`src/rtl/cluster_speriph_plug_arb.sv`:
```
// cluster_speriph_plug_arb: shares one peripheral slave port between NB_PLUGS plugs with in-order response routing.
// Ports:
//   clk_i, rst_ni                     clock, asynchronous active-low reset
//   s_req_i/s_wen_i/s_add_i/s_wdata_i/s_be_i/s_id_i   per-plug requests
//   s_gnt_o, s_r_valid_o              per-plug grant / response valid (one-hot)
//   s_r_rdata_o, s_r_opc_o, s_r_id_o  response fields broadcast to all plugs
//   m_req_o..m_id_o                   request to the shared peripheral
//   m_gnt_i, m_r_valid_i, m_r_*       peripheral grant / response
//   outstanding_o                     ownership FIFO occupancy
//   rsp_err_o                         sticky: response arrived with no owner
// Define CLUSTER_SPERIPH_ARB_RR_EN for round-robin arbitration; otherwise the lowest index wins.
module cluster_speriph_plug_arb #(
  parameter int NB_PLUGS        = 2,
  parameter int ID_WIDTH        = 5,
  parameter int MAX_OUTSTANDING = 2,
  localparam int PW = $clog2(NB_PLUGS),
  localparam int AW = MAX_OUTSTANDING > 1 ? $clog2(MAX_OUTSTANDING) : 1,
  localparam int CW = $clog2(MAX_OUTSTANDING + 1)
) (
  input  logic                               clk_i,
  input  logic                               rst_ni,
  input  logic [NB_PLUGS-1:0]                s_req_i,
  input  logic [NB_PLUGS-1:0]                s_wen_i,
  input  logic [NB_PLUGS-1:0][31:0]          s_add_i,
  input  logic [NB_PLUGS-1:0][31:0]          s_wdata_i,
  input  logic [NB_PLUGS-1:0][3:0]           s_be_i,
  input  logic [NB_PLUGS-1:0][ID_WIDTH-1:0]  s_id_i,
  output logic [NB_PLUGS-1:0]                s_gnt_o,
  output logic [NB_PLUGS-1:0]                s_r_valid_o,
  output logic [31:0]                        s_r_rdata_o,
  output logic                               s_r_opc_o,
  output logic [ID_WIDTH-1:0]                s_r_id_o,
  output logic                               m_req_o,
  output logic                               m_wen_o,
  output logic [31:0]                        m_add_o,
  output logic [31:0]                        m_wdata_o,
  output logic [3:0]                         m_be_o,
  output logic [ID_WIDTH-1:0]                m_id_o,
  input  logic                               m_gnt_i,
  input  logic                               m_r_valid_i,
  input  logic                               m_r_opc_i,
  input  logic [31:0]                        m_r_rdata_i,
  input  logic [ID_WIDTH-1:0]                m_r_id_i,
  output logic [CW-1:0]                      outstanding_o,
  output logic                               rsp_err_o
);
  logic [PW-1:0] win;
  logic          any_req;
  logic [PW-1:0] fifo_q [MAX_OUTSTANDING];
  logic [AW-1:0] wr_q, rd_q;
  logic [CW-1:0] cnt_q;
  logic          full, empty, push, pop;
`ifdef CLUSTER_SPERIPH_ARB_RR_EN
  logic [PW-1:0] rr_q;
  // Scan offsets from the far end so the closest requester to rr_q is assigned last.
  always_comb begin
    win = '0;
    any_req = 1'b0;
    for (int k = NB_PLUGS - 1; k >= 0; k--) begin
      int j;
      j = (int'(rr_q) + k) % NB_PLUGS;
      if (s_req_i[j]) begin
        win = PW'(j);
        any_req = 1'b1;
      end
    end
  end
  always_ff @(posedge clk_i or negedge rst_ni)
    if (!rst_ni) rr_q <= '0;
    else if (push) rr_q <= (win == PW'(NB_PLUGS - 1)) ? '0 : win + PW'(1);
`else
  always_comb begin
    win = '0;
    any_req = 1'b0;
    for (int k = NB_PLUGS - 1; k >= 0; k--)
      if (s_req_i[k]) begin
        win = PW'(k);
        any_req = 1'b1;
      end
  end
`endif
  assign full  = cnt_q == CW'(MAX_OUTSTANDING);
  assign empty = cnt_q == '0;
  assign pop   = m_r_valid_i & ~empty;
  // A full FIFO can still take a push when the head is popped this cycle.
  assign m_req_o = any_req & (~full | m_r_valid_i);
  assign push    = m_req_o & m_gnt_i;
  assign m_wen_o   = m_req_o & s_wen_i[win];
  assign m_add_o   = m_req_o ? s_add_i[win] : '0;
  assign m_wdata_o = m_req_o ? s_wdata_i[win] : '0;
  assign m_be_o    = m_req_o ? s_be_i[win] : '0;
  assign m_id_o    = m_req_o ? s_id_i[win] : '0;
  assign s_gnt_o     = push ? NB_PLUGS'(1) << win : '0;
  assign s_r_valid_o = pop ? NB_PLUGS'(1) << fifo_q[rd_q] : '0;
  assign s_r_rdata_o = m_r_rdata_i;
  assign s_r_opc_o   = m_r_opc_i;
  assign s_r_id_o    = m_r_id_i;
  assign outstanding_o = cnt_q;
  always_ff @(posedge clk_i or negedge rst_ni)
    if (!rst_ni) begin
      wr_q      <= '0;
      rd_q      <= '0;
      cnt_q     <= '0;
      rsp_err_o <= 1'b0;
    end else begin
      if (push) wr_q <= (wr_q == AW'(MAX_OUTSTANDING - 1)) ? '0 : wr_q + AW'(1);
      if (pop) rd_q <= (rd_q == AW'(MAX_OUTSTANDING - 1)) ? '0 : rd_q + AW'(1);
      cnt_q <= cnt_q + CW'(push) - CW'(pop);
      if (m_r_valid_i & empty) rsp_err_o <= 1'b1;
    end
  always_ff @(posedge clk_i)
    if (push) fifo_q[wr_q] <= win;
endmodule
```
`config.mk`:
```
export PLATFORM = sky130hd
export DESIGN_NAME = cluster_speriph_plug_arb
export DESIGN_NICKNAME = d
export VERILOG_FILES = /design/src/rtl/cluster_speriph_plug_arb.sv
export SDC_FILE = /design/constraint.sdc
export NUM_CORES = 1
export LEC_CHECK = 0
export BUFFER_PORTS_ARGS = -buffer_cell sky130_fd_sc_hd__buf_2
export CORE_AREA = 2 2 122 124
export DETAILED_ROUTE_END_ITERATION = 8
export DIE_AREA = 0 0 124 126
export GPL_TIMING_DRIVEN = 0
export PLACE_DENSITY_LB_ADDON = 0.3
export RECOVER_POWER = 100
export SYNTH_ARGS = -nofsm -noshare
export SYNTH_HDL_FRONTEND = slang
export SYNTH_SLANG_ARGS = --single-unit
export TNS_END_PERCENT = 1
```
`constraint.sdc`:
```
create_clock -name clk_i -period 1.3 [get_ports clk_i]
set_input_delay 0.065 -clock clk_i [delete_from_list [all_inputs] [get_ports clk_i]]
set_output_delay 0.065 -clock clk_i [all_outputs]
set_load 0.01 [all_outputs]
```
==> reports/results.tsv <==
metric	value	unit
clock_latency	0.23	ns
cap_violations	0	
start_util	0.1215	
syn_inst	320	
syn2layout_area_growth	98.63	%
violations	setup timing	
drv_slew	0	
hold_start	m_r_valid_i	
routed_wl	9030	um
finalCritPeriodShare	1.310	
endpoint_kind	output port	
grt_pass1_wl	12430	um
cts_num_sinks	7	
finalWeightedCongestion	0.7503	
hold_ws	0.1350	ns
synthesis.nets	513	
tns	-28.03	ns
regToRegSetupSlack	0.01	ns
viasPerCell	3.765	
synthArstFlopShare	0.7143	
globalRouteOverflowTotal	0	
fin_ws	-0.4025	ns
num_rows	44	
wl_per_cell	11.49	um
min_path_cells	2	
drc	0	
powerDensity	893.7	mW/mm2
met2_usage	0.1939	
coreArea	0.01431	mm2
grtUsageMet1	0.1168	
cts_made_buffers	3	
use_met3	0.01132	
hpwl	7467	um
crit_path_start_kind	flip-flop	
cts_buffer_depth	2	
max_freq	587.4	MHz
placed_area	0.003341	mm2
ys.flop_type	dfrtp_1	
ir_drop	1087	uV
critPathKind	reg -> out	
dr.first_iter.drc_count	56	
grt.total_usage	0.09847	
syn_area_per_cell	5.435	um2
yosysUniqueCellTypes	24	
die_area	0.01562	mm2
ff2ff_path_depth	5	
grt_max_degree	12	
relSlewSlack	0.6451	
cts_max_level	1	
path_clk_slew	0.03	ns
setup_viol	77	
insertedDiodeCount	0	
yosys.area.top_type	nand2_1	
grt_pass1_vias	2636	
drtPass1Iterations	4	
p_leak	1.970	nW
period_minus_slack	1.702	ns
vias	2959	
hp-class	in -> reg	
max_stage_delay	0.40	ns
ys_seq_area_frac	0.1065	
synth_edf_count	2	
cts_tree	yes	
io_buffers	273	
clock_skew	0.001447	ns
die_x	124	um
yosysTopAreaCellShare	0.3237	
root_buffer	clkbuf_16	
path_cells	or3b_4 > o21ai_4 > buf_12 > buf_8 > a21oi_1 > buf_2	
synth_most_common_cell	nand2_1	
antenna_found_initial	0	
critPathMaxFanout	10	
outcome	complete, but fails checks	
syn_area	0.001739	mm2
synth_common_cells	nand2_1, a21oi_1, buf_4	
rr_startpoint	outstanding_o[1]	
drtAntennaViolNets	0	
ys_warn_count	0	
cp.arrival	1.64	ns
final_nets	796	
worstHoldEndpoint	rsp_err_o	
synth_area_leaders	nand2_1, a21oi_1, buf_4, dfrtp_1, buf_6	
post_route_cells_drive_above_1_share	0.5083	
die_h	126	um
slowest_stage	dfrtp_2	
worst_pin_slew	0.5323	ns
rr_endpoint	outstanding_o[1]	
top_usage_layer	met2	
final_area	0.003455	mm2
ys_ff_latch	7	
cp.required	1.24	ns
rsz0062_at_grt	true	
hold_viol	0	
io_pins	312	
==> per-stage QoR <==
step / utilization / cells / setup WS (ns) / power [mW]
after detailed placement: 0.2334 / 777 / -0.3267 / 2.446
after floorplan: - / 320 / -0.01989 / 1.528
after global placement: 0.2334 / 777 / -0.3600 / 2.461
after global routing: 0.2413 / 786 / -0.4743 / 3.356
final: 0.2413 / 786 / -0.4025 / 3.087
after CTS: 0.2434 / 786 / -0.4272 / 3.097
==> worst max-delay path by stage <==
stage,start,to,slack (ns),cells past startpoint
floorplan,outstanding_o[0],m_add_o[15],-0.02,5
global placement,s_req_i[0],m_add_o[20],-0.36,8
detailed placement,outstanding_o[1],m_add_o[20],-0.33,6
CTS,outstanding_o[0],m_add_o[20],-0.43,6
global route,outstanding_o[0],m_add_o[18],-0.47,6
finish,outstanding_o[0],m_add_o[20],-0.40,6
==> cells in the final DEF, fill, tap and decap left out, drive strengths merged <==
| master | Yosys | layout |
|---|---|---|
| or3b | 1 | 1 |
| o21a | 1 | 1 |
| o21ai | 2 | 2 |
| buf | 57 | 294 |
| mux2i | 2 | 2 |
| nor2 | 5 | 5 |
| ha | 1 | 1 |
| o311ai | 1 | 1 |
| a21oi | 75 | 75 |
| dfrtp | 5 | 5 |
| nand2 | 150 | 150 |
| and3b | 1 | 1 |
| xnor2 | 3 | 3 |
| o211ai | 1 | 1 |
| inv | 3 | 3 |
| nand2b | 2 | 2 |
| dlygate4sd3 | 0 | 1 |
| xor2 | 1 | 1 |
| and3 | 1 | 1 |
| clkbuf | 5 | 49 |
| a21o | 1 | 1 |
| edfxtp | 2 | 2 |
==> where the power goes <==
part	switching, mW	leakage [nW]	total [mW]	internal, mW
sequential	0.0565	0.0725	0.372	0.316
clock	0.108	0.0382	0.515	0.407
combinational	1.16	1.86	2.20	1.04
==> final cells by class <==
class | instances | area (um2)
plain buffers | 62 | 452.9
clock buffers | 4 | 78.83
fillers | 1672 | 10860
inverters | 3 | 11.26
multi-input cells | 248 | 1137
flip-flops and latches | 7 | 187.7
well taps | 184 | 230.2
repair buffers | 278 | 1356
==> kinds of logic after synthesis <==
kind of cell,Yosys count,share of synthesized area
and+or+nand+nor,160,0.3554
AOI/OAI and AO/OA,81,0.2417
buffers and inverters,65,0.2575
DFF,7,0.1065
xor gates and xnor gates,4,0.02015
muxes,2,0.01151
adders and majority gates,1,0.007193
==> registers in the layout (all words and copies together), names as in the netlist <==
register	flops
fifo_q	2
outstanding_o	2
rd_q	1
rsp_err_o	1
wr_q	1
==> routing by layer <==
layer | up-vias | routed length (um)
met1 | 1239 | 3640
met4 | 0 | 0
met3 | 0 | 843
li1 | 1558 | -
met2 | 162 | 4547
met5 | - | 0
==> worst max-delay path, delay by kind of cell, from the launching register on <==
| kind | cells | cell delay [ns] |
|---|---|---|
| AND/OR/NAND/NOR | 1 | 0.40 |
| buffers and inverters | 3 | 0.45 |
| AO/OA/AOI/OAI | 2 | 0.15 |
| flip-flops | 1 | 0.40 |
==> timing repair <==
action	4_1_cts	5_1_grt
gates resized for setup	6	6
hold endpoints to repair	5	0
setup endpoints to repair	78	80
setup buffers	4	0
hold buffers	1	0
Power figures use the tool's default switching activity.
